--- config.mk ---
export PLATFORM = sky130hd
export DESIGN_NAME = id_ex_stage
export DESIGN_NICKNAME = d
export VERILOG_FILES = /design/src/rtl/id_ex_stage_pkg.sv /design/src/rtl/id_ex_stage_imm_gen.sv /design/src/rtl/id_ex_stage.sv
export SDC_FILE = /design/constraint.sdc
export NUM_CORES = 1
export LEC_CHECK = 0
export BUFFER_PORTS_ARGS = -buffer_cell sky130_fd_sc_hd__buf_2
export CORE_MARGIN = 5
export CORE_UTILIZATION = 44
export CTS_CLUSTER_SIZE = 8
export DETAILED_ROUTE_END_ITERATION = 10
export PLACE_DENSITY = 0.81
export SYNTH_ARGS = -nofsm -noshare
export SYNTH_HDL_FRONTEND = slang
export SYNTH_HIERARCHICAL = 1
export SYNTH_SLANG_ARGS = --single-unit
--- constraint.sdc ---
create_clock -name CLK -period 2.3 [get_ports CLK]
set_clock_uncertainty 0.15 [all_clocks]
set_input_delay 0.23 -clock CLK [delete_from_list [all_inputs] [get_ports CLK]]
set_output_delay 0.23 -clock CLK [all_outputs]
set_load 0.02 [all_outputs]
--- src/rtl/id_ex_stage_pkg.sv ---
// rtl/id_ex_stage_pkg.sv - shared opcode constants and format helpers for the decode stage
package id_ex_stage_pkg;

  localparam int CORE_XLEN = 32;

  localparam logic [6:0] OP_LOAD   = 7'b0000011;
  localparam logic [6:0] OP_STORE  = 7'b0100011;
  localparam logic [6:0] OP_BRANCH = 7'b1100011;
  localparam logic [6:0] OP_IMM    = 7'b0010011;
  localparam logic [6:0] OP_REG    = 7'b0110011;
  localparam logic [6:0] OP_LUI    = 7'b0110111;
  localparam logic [6:0] OP_AUIPC  = 7'b0010111;
  localparam logic [6:0] OP_JAL    = 7'b1101111;
  localparam logic [6:0] OP_JALR   = 7'b1100111;

  // Only R, S and B formats carry a real rs2 field.
  function automatic logic uses_rs2(input logic [6:0] opcode);
    return (opcode == OP_REG) || (opcode == OP_STORE) || (opcode == OP_BRANCH);
  endfunction

  function automatic logic writes_rd(input logic [6:0] opcode);
    return (opcode != OP_STORE) && (opcode != OP_BRANCH);
  endfunction

endpackage

--- src/rtl/id_ex_stage_imm_gen.sv ---
// rtl/id_ex_stage_imm_gen.sv - combinational immediate extraction by opcode format
module imm_gen
  import id_ex_stage_pkg::*;
(
  input  logic [31:0] instr,
  output logic [31:0] imm
);

  logic s;

  always_comb begin
    s   = instr[31];
    imm = '0;
    case (instr[6:0])
      OP_LOAD, OP_IMM, OP_JALR: imm = {{20{s}}, instr[31:20]};
      OP_STORE:                 imm = {{20{s}}, instr[31:25], instr[11:7]};
      OP_BRANCH:                imm = {{19{s}}, s, instr[7], instr[30:25], instr[11:8], 1'b0};
      OP_LUI, OP_AUIPC:         imm = {instr[31:12], 12'b0};
      OP_JAL:                   imm = {{11{s}}, s, instr[19:12], instr[20], instr[30:21], 1'b0};
      default:                  imm = '0;
    endcase
  end

endmodule

--- src/rtl/id_ex_stage.sv ---
// rtl/id_ex_stage.sv - decode stage: operand fetch with write-back bypass, load-use bubbles, ID/EX register
module id_ex_stage #(
  parameter int XLEN   = 32,
  parameter int REG_AW = 5
) (
  input  logic              CLK,
  input  logic              RESET,
  input  logic              IF_ID_VALID,
  input  logic [XLEN-1:0]   IF_ID_PC,
  input  logic [31:0]       IF_ID_INSTR,
  output logic [REG_AW-1:0] RS1_ADDR,
  output logic [REG_AW-1:0] RS2_ADDR,
  input  logic [XLEN-1:0]   RF_DATA1,
  input  logic [XLEN-1:0]   RF_DATA2,
  input  logic              WB_WRITE_ENABLE,
  input  logic [REG_AW-1:0] WB_WRITE_ADDRESS,
  input  logic [XLEN-1:0]   WB_WRITE_DATA,
  input  logic              FLUSH,
  input  logic              STALL_IN,
  output logic              STALL_OUT,
  output logic              ID_EX_VALID,
  output logic [XLEN-1:0]   ID_EX_PC,
  output logic [XLEN-1:0]   ID_EX_OP1,
  output logic [XLEN-1:0]   ID_EX_OP2,
  output logic [XLEN-1:0]   ID_EX_IMM,
  output logic [REG_AW-1:0] ID_EX_RD,
  output logic [REG_AW-1:0] ID_EX_RS1,
  output logic [REG_AW-1:0] ID_EX_RS2,
  output logic [6:0]        ID_EX_OPCODE,
  output logic [2:0]        ID_EX_FUNCT3,
  output logic [6:0]        ID_EX_FUNCT7,
  output logic              ID_EX_MEM_READ,
  output logic              ID_EX_REG_WRITE,
  output logic [31:0]       BUBBLE_COUNT
);

  import id_ex_stage_pkg::*;

  logic [6:0]        opcode;
  logic [REG_AW-1:0] rs1, rs2, rd;
  logic [31:0]       imm32;
  logic [XLEN-1:0]   op1, op2;
  logic              load_use;

  imm_gen u_imm_gen (
    .instr (IF_ID_INSTR),
    .imm   (imm32)
  );

  always_comb begin
    opcode   = IF_ID_INSTR[6:0];
    rs1      = REG_AW'(IF_ID_INSTR[19:15]);
    rs2      = REG_AW'(IF_ID_INSTR[24:20]);
    rd       = REG_AW'(IF_ID_INSTR[11:7]);
    RS1_ADDR = rs1;
    RS2_ADDR = rs2;
  end

  // The reg_file write in this cycle is not yet visible on RF_DATA, so forward it.
  always_comb begin
    op1 = RF_DATA1;
    op2 = RF_DATA2;
    if (rs1 == '0)
      op1 = '0;
    else if (WB_WRITE_ENABLE && WB_WRITE_ADDRESS == rs1)
      op1 = WB_WRITE_DATA;
    if (rs2 == '0)
      op2 = '0;
    else if (WB_WRITE_ENABLE && WB_WRITE_ADDRESS == rs2)
      op2 = WB_WRITE_DATA;
  end

  always_comb begin
    load_use = ID_EX_VALID && ID_EX_MEM_READ && (ID_EX_RD != '0) && IF_ID_VALID &&
               ((ID_EX_RD == rs1) || (uses_rs2(opcode) && ID_EX_RD == rs2));
    STALL_OUT = (STALL_IN || load_use) && !FLUSH;
  end

  always_ff @(posedge CLK or negedge RESET) begin
    if (!RESET) begin
      ID_EX_VALID     <= 1'b0;
      ID_EX_PC        <= '0;
      ID_EX_OP1       <= '0;
      ID_EX_OP2       <= '0;
      ID_EX_IMM       <= '0;
      ID_EX_RD        <= '0;
      ID_EX_RS1       <= '0;
      ID_EX_RS2       <= '0;
      ID_EX_OPCODE    <= '0;
      ID_EX_FUNCT3    <= '0;
      ID_EX_FUNCT7    <= '0;
      ID_EX_MEM_READ  <= 1'b0;
      ID_EX_REG_WRITE <= 1'b0;
      BUBBLE_COUNT    <= '0;
    end else if (FLUSH) begin
      ID_EX_VALID <= 1'b0;
    end else if (!STALL_IN) begin
      if (load_use) begin
        ID_EX_VALID <= 1'b0;
        if (BUBBLE_COUNT != 32'hFFFF_FFFF)
          BUBBLE_COUNT <= BUBBLE_COUNT + 32'd1;
      end else begin
        ID_EX_VALID     <= IF_ID_VALID;
        ID_EX_PC        <= IF_ID_PC;
        ID_EX_OP1       <= op1;
        ID_EX_OP2       <= op2;
        ID_EX_IMM       <= XLEN'($signed(imm32));
        ID_EX_RD        <= rd;
        ID_EX_RS1       <= rs1;
        ID_EX_RS2       <= rs2;
        ID_EX_OPCODE    <= opcode;
        ID_EX_FUNCT3    <= IF_ID_INSTR[14:12];
        ID_EX_FUNCT7    <= IF_ID_INSTR[31:25];
        ID_EX_MEM_READ  <= (opcode == OP_LOAD);
        ID_EX_REG_WRITE <= writes_rd(opcode) && (rd != '0);
      end
    end
  end

endmodule

# After elaboration in Yosys (flattened, before gate mapping)
# Cells that the tools add are included.
# totals
regBits,195
word_cells,66
# classes
mux,8
reduce_logical,23
addsub,1
eq_ne,17
bitwise,3
# op_table
operator,count
$pmux W32 S5,1
$mux W32,4
$add A32 B1 Y32 const B,1
$ne A32 B32 Y1 const B,1
$eq A7 B6 Y1 const B,3
$eq A7 B7 Y1 const B,3
$eq A5 B5 Y1,4
$eq A7 B5 Y1 const B,2
$logic_and A1 B1 Y1,10
$logic_not A5 Y1,2
$reduce_bool A5 Y1,2
$eq A7 B2 Y1 const B,1
$ne A7 B6 Y1 const B,1
$ne A7 B7 Y1 const B,1
$logic_or A1 B1 Y1,4
$reduce_and A4 Y1,1
$mux W1,3
$not A1 Y1,3
$reduce_and A3 Y1,1
$reduce_or A3 Y1,1
$ne A2 B2 Y1 const B,1
$reduce_or A2 Y1,1
$logic_not A1 Y1,1

# Logic depth before layout (Yosys ltp)
# Gate-level depths: netlist (run 1).
# depth
depth_word,9
ltp_mapped,9

# Cells and area by module
# Netlist (run 1), hierarchy kept.
# by_module_without_submodules
module,area_each_um2,instances,cells_each
id_ex_stage,8779.7,1,698
imm_gen,546.8,1,79

# Worst setup path after synthesis (run 1)
# Ideal clock, no wire load.
# synth_path
path_kind,flip-flop to flip-flop
from,reg ID_EX_RD[1]
to,reg ID_EX_FUNCT3[0]
arrival_time_ns,2.134
path_slack_ns,-0.109
stages_incl_launch_ff,8
path_cell_list,dfrtp_1 -> xor2_1 -> a2111oi_4 -> a22oi_2 -> o21ai_1 -> buf_2 -> buf_6 -> mux2_2
# synth_via
elab_chain_cells,6
# synth_lines
element,line,rtl
start: declaration,id_ex_stage.sv:26,"output logic [REG_AW-1:0] ID_EX_RD,"
start signal: assignment,id_ex_stage.sv:108,ID_EX_RD <= rd;
$eq A5 B5 Y1 or $reduce_bool A5 Y1 (tied branches),"id_ex_stage.sv:75, id_ex_stage.sv:74",
$logic_and A1 B1 Y1 (on tied branches),"id_ex_stage.sv:75, id_ex_stage.sv:74",
$logic_or A1 B1 Y1 or $logic_and A1 B1 Y1 (tied branches),"id_ex_stage.sv:75, id_ex_stage.sv:74",
$logic_and A1 B1 Y1 *,id_ex_stage.sv:74,load_use = ID_EX_VALID && ID_EX_MEM_READ && (ID_EX_RD != '0) && IF_ID_VALID &&
$not A1 Y1 (no line) *,n/a,
$reduce_and A3 Y1 (no line) *,n/a,
end signal: assignment,id_ex_stage.sv:112,ID_EX_FUNCT3 <= IF_ID_INSTR[14:12];
end: declaration,id_ex_stage.sv:30,"output logic [2:0] ID_EX_FUNCT3,"
# Every way passes the cells marked *; elsewhere a longest branch is shown, timed or not.
# A chain may end at the register's enable or synchronous reset.

# Worst setup path in the final report (run 1)
# layout_path
from,reg ID_EX_RD[1]
to,reg ID_EX_OP1[21]
# layout_via
elab_chain_cells,6
# layout_lines
element,line,rtl
$eq A5 B5 Y1 or $reduce_bool A5 Y1 (tied branches),"id_ex_stage.sv:75, id_ex_stage.sv:74",
$logic_and A1 B1 Y1 (on tied branches),"id_ex_stage.sv:75, id_ex_stage.sv:74",
$logic_or A1 B1 Y1 or $logic_and A1 B1 Y1 (tied branches),"id_ex_stage.sv:75, id_ex_stage.sv:74",
$logic_and A1 B1 Y1 *,id_ex_stage.sv:74,
$not A1 Y1 (no line) *,n/a,
$reduce_and A3 Y1 (no line) *,n/a,
end signal: assignment,id_ex_stage.sv:105,ID_EX_OP1 <= op1;
end: declaration,id_ex_stage.sv:23,"output logic [XLEN-1:0] ID_EX_OP1,"
# Marked as above.

==> summary.md, run 1 <==
| Metric | Value |
|---|---|
| CP Max Fanout | `18` |
| DP Wirelength | `between 20,000 and 25,000 µm` |
| Post-route design area | `approximately 15,000 µm²` |
| Vias/cell | `around 5.8` |
| Pwr/cell area | `approximately 630 nW/µm²` |
| Status | `finished, violations left` |
| YS warnings | `6` |
| CTS max path bufs | `2` |
| DRC Markers | `0` |
| F_max | `398.6 MHz` |
| Final period utilization | `109.1%` |
| CP Capture Type | `flip-flop` |
| Worst-path cell chain | `xor2_2, a2111oi_4, a22oi_2, buf_4, o21ai_4, buf_6, buf_12, buf_16, nand2_1, o31ai_4` |
| Initial antenna violation count | `7` |
| Met3 routed WL | `~3300 µm` |
| GR Overflow Total | `0` |
| Syn Std Cell Area | `around 9300 µm²` |
| Reg clk slew, reported paths | `0.08 ns` |
| Port Buffers | `~380` |
| Num rows | `53` |
| Root buf cell | `clkbuf_16` |
| CP arrival | `2.70 ns` |
| Yosys top cell area share | `between 50% and 60%` |
| Netlist cell types | `58` |
| Synth Flop Type | `dfrtp_1` |
| Slowest cell on crit path | `dfrtp_2` |
| Internal | `between 6 and 7 mW` |
| Avg Cell Area, Syn | `between 10 and 15 µm²` |
| Syn Nets | `roughly 950` |
| RSZ-0062 raised after global routing | `yes` |
| First-pass GRT wire length | `about 51,000 µm` |
| Clock Power Share | `31.4%` |
| Failing checks | `setup timing` |
| Crit Path Class | `flip-flop to flip-flop` |
| WL met1 | `13,680 µm` |
| Vias in the first global route | `between 9,000 and 10,000` |
| Placed Area | `around 12,000 µm²` |
| DR WL/cell | `between 20 and 25 µm` |
| Placed Cells | `1,419` |
| Comb power frac | `about a quarter` |
| Worst Slack Setup Final | `-0.2085 ns` |
| Max cap viols | `0` |
| Ports | `approximately 380` |
| CP bufs+invs | `4` |
| Drt pass-1 iters | `6` |
| Post-synthesis sequential area ratio | `52.32%` |
| Peak per-stage delay on the critical path | `around 0.43 ns` |
| Pins Over Slew Limit | `0` |
| DR top layer | `met4` |
| Top Family by Delay on Critical Path | `compound AO/OA/AOI/OAI gates` |
| Finished Layout Cells | `1,586` |
| Final setup fails | `~180` |
| GPL Wtd Cong | `0.9110` |
| Sw frac | `about a third` |
| Num CTS Buffers | `17` |
| Seq pwr share | `42.5%` |
| Most common cell after layout, fill and taps aside | `buf_2` |
| Post-DRT Antenna Nets | `0` |
| #FFs+latches synth | `between 150 and 200` |
| 1st-iter DRT viols | `around 690` |
| H-tree depth | `4` |
| Die Span X | `approximately 160 µm` |
| Ys async rst share | `between 90% and 100%` |
| Via count | `9,138` |
| Met2 wire len | `about 20,000 µm` |
| Initial core utilization | `between 40% and 50%` |
| Lkg Pwr | `7.317 nW` |
| CTS sink cnt | `around 200` |
| Die Y | `155.6 µm` |
| Total Routing Usage GR | `a little over a quarter` |
| Least-Margin Pin Slew | `0.5172 ns` |
| Final Critical Period | `roughly 2.5 ns` |
| Max IR drop VDD | `~0.00051 V` |
| Fin. Hold Viols | `0` |
| Post-synth EDFFs | `0` |
| Relative slew slack | `about 65%` |
| Pin count of the biggest net entering global routing | `a little under 60` |
| Commonest cells after routing, fill and taps aside | `374 x buf_2, 192 x dfrtp_1, 90 x dlygate4sd3_1` |
| Worst EP required | `approximately 2.5 ns` |
| Layout cells sized above 1 | `54.68%` |
| Synthesized instance count | `just under 800` |
| Critical Path Start Type | `flip-flop` |
| Area growth syn-to-layout | `60.42%` |
| Worst-Skew Late Latency | `~0.43 ns` |
| Top post-synthesis cells by area | `dfrtp_1 52%, mux2_2 11%, mux2i_1 7.1%` |
| Psw | `3.008 mW` |
| Leading area contributor after synthesis | `dfrtp_1` |
| Total wire length | `about 38,000 µm` |
| Worst Hold Class | `primary input to flip-flop` |
| TritonCTS clock tree | `yes` |
| Die ar. | `between 20,000 and 25,000 µm²` |
| Total Nets Final | `1,463` |
| Core footprint | `20,960 µm²` |
==> worst paths after layout <==
kind,to,startpoint,slack (ns),cells past startpoint
min reg2reg,ID_EX_OP2[13],ID_EX_OP2[13],0.32,2
max in group asynchronous,ID_EX_OP2[11],RESET,1.06,3
min in group asynchronous,ID_EX_PC[31],RESET,0.19,2
max reg2reg,ID_EX_OP1[21],ID_EX_RD[1],-0.21,10
max,ID_EX_OP1[21],ID_EX_RD[1],-0.21,10
min,ID_EX_OP2[10],RF_DATA2[10],0.02,3
==> cells in the mapped netlist (all sizes together) (5+ instances only) <==
library cell and n:
a21o 8, and3 10, buf 42, clkbuf 19, dfrtp 195, inv 5
mux2 97, mux2i 66, nand2 82, nand3 24, nand4 18, nor2 14
nor4 12, o21ai 16, o31ai 64, xnor2 25, xor2 25
==> worst register-to-register path, cell delays in order, from the launching register on <==
cell and delay, ns:
dfrtp_2 0.43, xor2_2 0.17, a2111oi_4 0.35, a22oi_2 0.16, buf_4 0.17, o21ai_4 0.21
buf_6 0.16, buf_12 0.20, buf_16 0.18, nand2_1 0.15, o31ai_4 0.09
==> power groups by stage <==
stage	clock network [mW]	logic [mW]	registers, mW
2_1_floorplan	0	0.569	4.42
3_3_place_gp	0	1.81	3.99
3_5_place_dp	0	1.86	4.02
4_1_cts	2.95	2.13	3.95
5_1_grt	3.12	2.57	4.02
6_report	2.95	2.45	4.00
==> through the flow <==
step	power (mW)	util (%)	setup TNS, ns	setup WS [ns]	hold slack, ns
4_1_cts	9.025	65.67	-9.001	-0.1843	0.0009507
5_1_grt	9.720	71.40	-37.48	-0.2777	0.005452
6_report	9.396	71.40	-24.04	-0.2085	0.01634
2_1_floorplan	4.993	-	0	0.006892	-0.2156
3_3_place_gp	5.806	56.21	-5.676	-0.06801	0.09320
3_5_place_dp	5.873	56.21	-10.34	-0.1074	0.08932
==> sequential cells by signal, summed over array words and instances, names as in the netlist <==
signal and cells:
BUBBLE_COUNT 32, ID_EX_FUNCT3 3, ID_EX_FUNCT7 7, ID_EX_IMM 32
ID_EX_MEM_READ 1, ID_EX_OP1 32, ID_EX_OP2 32, ID_EX_OPCODE 7
ID_EX_PC 32, ID_EX_RD 5, ID_EX_REG_WRITE 1, ID_EX_RS1 5
ID_EX_RS2 5, ID_EX_VALID 1
==> repair_timing <==
item / 4_1_cts / 5_1_grt
resized for setup: 71 / 158
hold endpoints to repair: 133 / 2
hold buffers: 88 / 2
setup endpoints to repair: 166 / 192
gates cloned: 3 / 16
pin swaps: 4 / 25
setup buffers: 9 / 12
==> metal layers <==
layer	GRT usage, %	vias to the layer above
met2	46.85	632
met4	10.88	0
met3	5.354	135
met5	0	-
li1	-	3837
met1	32.60	4534
==> kinds of logic after synthesis <==
logic type | after synthesis | synth area share, %
buffers and inverters | 66 | 4.213
AOI/OAI and AO/OA | 107 | 8.908
DFF | 195 | 52.32
xor gates and xnor gates | 50 | 4.695
adders and majority gates | 1 | 0.1341
muxes | 163 | 18.80
and+or+nand+nor | 195 | 10.93
==> area by class of cell <==
type                    instances  area (µm²)
clock buffers                  20       436.7
flip-flops and latches        195        4883
fillers                      1332        5993
inverters                       5       18.77
clock inverters                12       123.9
well taps                     275       344.1
repair buffers                556        4063
diodes                          7       17.52
multi-input cells             516        5075
Note: power is estimated with default switching activity, not from simulation.
==> inputs of run 2 (changes only) <==
--- a/config.mk
+++ b/config.mk
@@ -6,11 +6,13 @@
 export NUM_CORES = 1
 export LEC_CHECK = 0
 export BUFFER_PORTS_ARGS = -buffer_cell sky130_fd_sc_hd__buf_2
+export CELL_PAD_IN_SITES_DETAIL_PLACEMENT = 1
+export CELL_PAD_IN_SITES_GLOBAL_PLACEMENT = 2
 export CORE_MARGIN = 5
-export CORE_UTILIZATION = 44
+export CORE_UTILIZATION = 27
 export CTS_CLUSTER_SIZE = 8
 export DETAILED_ROUTE_END_ITERATION = 10
-export PLACE_DENSITY = 0.81
+export PLACE_DENSITY = 0.84
 export SYNTH_ARGS = -nofsm -noshare
 export SYNTH_HDL_FRONTEND = slang
 export SYNTH_HIERARCHICAL = 1
==> summary.md, run 2 (synthesis results as in run 1) <==
| Metric | Value |
|---|---|
| Layout Utilization | `47.46% (-24 points)` |
| Fin. Hold Viols | `0 (unchanged)` |
| Most common cell after layout, fill and taps aside | `buf_2` |
| RSZ-0062 raised after global routing | `yes` |
| Post-route design area | `16,270 µm² (+8.8%)` |
| Vias in the first global route | `10,130 (+12%)` |
| Power, Total | `9.799 mW (+4.3%)` |
| Drt pass-1 iters | `4 (-2)` |
| CTS max path bufs | `2 (unchanged)` |
| Setup TNS | `-27.12 ns (-3.083 ns)` |
| GPL Wtd Cong | `0.8440 (-7.4%)` |
| TritonCTS clock tree | `yes` |
| Num rows | `68 (+28%)` |
| CTS sink cnt | `195 (unchanged)` |
| Worst EP required | `2.50 ns (about the same)` |
| Core footprint | `34,290 µm² (+64%)` |
| CP bufs+invs | `4 (unchanged)` |
| Final setup fails | `185 (+0.54%)` |
| Peak per-stage delay on the critical path | `0.46 ns (+0.03 ns)` |
| Root buf cell | `clkbuf_16` |
| Die ar. | `38,360 µm² (+58%)` |
| Ports | `377 (unchanged)` |
| CP Max Fanout | `7 (-11)` |
| Slowest cell on crit path | `dfrtp_2` |
| FF/Latch Area | `4885 µm² (about the same)` |
| CP Capture Type | `flip-flop` |
| Worst-path cell chain | `xor2_2, a2111oi_4, a22oi_2, buf_4, buf_6, nor4_4, buf_4, buf_6, nand4_1, xnor2_1` |
| First-pass GRT wire length | `60,690 µm (+19%)` |
| Worst Hold Class | `primary input to flip-flop` |
| DRC Markers | `0 (unchanged)` |
| Post-DRT Antenna Nets | `0 (unchanged)` |
| GR Overflow Total | `0 (unchanged)` |
| Initial core utilization | `27.20% (-17 points)` |
| Worst Slack Setup Final | `-0.2967 ns (-0.08827 ns)` |
| Port Buffers | `376 (unchanged)` |
| F_max | `385.1 MHz (-3.4%)` |
| Vias/cell | `4.902 (-15%)` |
| Relative slew slack | `60.20% (-5.2 points)` |
| Commonest cells after routing, fill and taps aside | `374 x buf_2, 191 x dfrtp_1, 121 x dlygate4sd3_1` |
| H-tree depth | `4 (unchanged)` |
| Max IR drop VDD | `0.0005883 V (+14%)` |
| Lkg Pwr | `7.854 nW (+7.3%)` |
| Footprint of the multi-input gates | `5456 µm² (+7.5%)` |
| Total wire length | `42,330 µm (+11%)` |
| Failing checks | `setup timing` |
| Via count | `8,931 (-2.3%)` |
| Top Family by Delay on Critical Path | `buffers and inverters` |
| Worst-Skew Late Latency | `0.45 ns (+0.02 ns)` |
| DP Wirelength | `26,370 µm (+16%)` |
| Layout cells sized above 1 | `56.85% (+2.2 points)` |
| Final Critical Period | `2.597 ns (+0.08827 ns)` |
| Pin count of the biggest net entering global routing | `66 (+14%)` |
| Die Span X | `195.9 µm (+26%)` |
| Crit Path Class | `flip-flop to flip-flop` |
| CP arrival | `2.80 ns (+0.10 ns)` |
| Fill cell count | `3,579 (+170%)` |
| Area growth syn-to-layout | `74.50%` |
| Reg clk slew, reported paths | `0.08 ns (about the same)` |
| Critical Path Start Type | `flip-flop` |
| Final period utilization | `112.9% (+3.8 points)` |
| Placed Area | `12,240 µm² (+3.9%)` |
| Pwr/cell area | `602.1 nW/µm² (-4.1%)` |
| 1st-iter DRT viols | `348 (-50%)` |
| Num CTS Buffers | `17 (unchanged)` |
| Max cap viols | `0 (unchanged)` |
| DR WL/cell | `23.23 µm (-3.8%)` |
| Status | `finished, violations left` |
| Total Nets Final | `1,524 (+4.2%)` |
| Total Routing Usage GR | `20.19% (-6.6 points)` |
| Die Y | `195.9 µm (+26%)` |
| Least-Margin Pin Slew | `0.5970 ns (+0.07983 ns)` |
| Initial antenna violation count | `4 (-3)` |
| Fin Hold WS | `0.02684 ns (+0.01050 ns)` |
| Pins Over Slew Limit | `0 (unchanged)` |
## run 2: through the flow
step | setup WS, ns | instances
final | -0.2967 | 1822
after global routing | -0.4153 | 1822
after CTS | -0.2019 | 1801
after detailed placement | -0.1650 | 1625
after global placement | -0.1076 | 1625
after floorplan | 0.006892 | 777
## run 2: power breakdown
part	internal, mW	total [mW]	switching (mW)
logic	1.26	2.71	1.45
registers	3.76	4.01	0.253
clock network	1.48	3.08	1.60
total	6.50	9.80	3.30
## run 2: worst paths after layout
check                      slack (ns)                to  cells past startpoint           from
setup / recovery                -0.30  BUBBLE_COUNT[24]                     10    ID_EX_RD[1]
hold / removal                   0.03     ID_EX_OP1[19]                      3   RF_DATA1[19]
setup reg to reg                -0.30  BUBBLE_COUNT[24]                     10    ID_EX_RD[1]
hold reg to reg                  0.33     ID_EX_OP2[14]                      2  ID_EX_OP2[14]
max in group asynchronous        1.09      ID_EX_PC[11]                      3          RESET
min in group asynchronous        0.20   BUBBLE_COUNT[0]                      2          RESET
## run 2: area by class of cell
cell class / instances / share of cell area [%]
Antenna cell: 2 / 0.03075
Timing Repair Buffer: 617 / 29.10
Inverter: 5 / 0.1153
Sequential cell: 195 / 30.01
Clock inverter: 15 / 1.099
Tap cell: 455 / 3.498
Multi-Input combinational cell: 516 / 33.53
Clock buffer: 17 / 2.614
## run 2: worst register-to-register path, delay by kind of cell (launching register included)
kind,cells,cell delay [ns]
AND/OR/NAND/NOR,2,0.40
flip-flops,1,0.46
buffers and inverters,4,0.57
AO/OA/AOI/OAI,2,0.49
XOR/XNOR,2,0.45
## run 2: per-layer routing
layer | GRT usage, % | share of wire [%]
met1 | 22.87 | 39
met2 | 35.09 | 51
met3 | 6.148 | 6.4
met4 | 8.973 | 3.9
met5 | 0 | 0.080
## run 2: what timing repair did
item                                    4_1_cts  5_1_grt
pin swaps                                    23       63
gates cloned                                 11        9
setup buffers                                14       16
resized for setup                           159      191
hold endpoints to repair                    164        0
hold buffers                                121        0
endpoints found under the setup margin      107      195
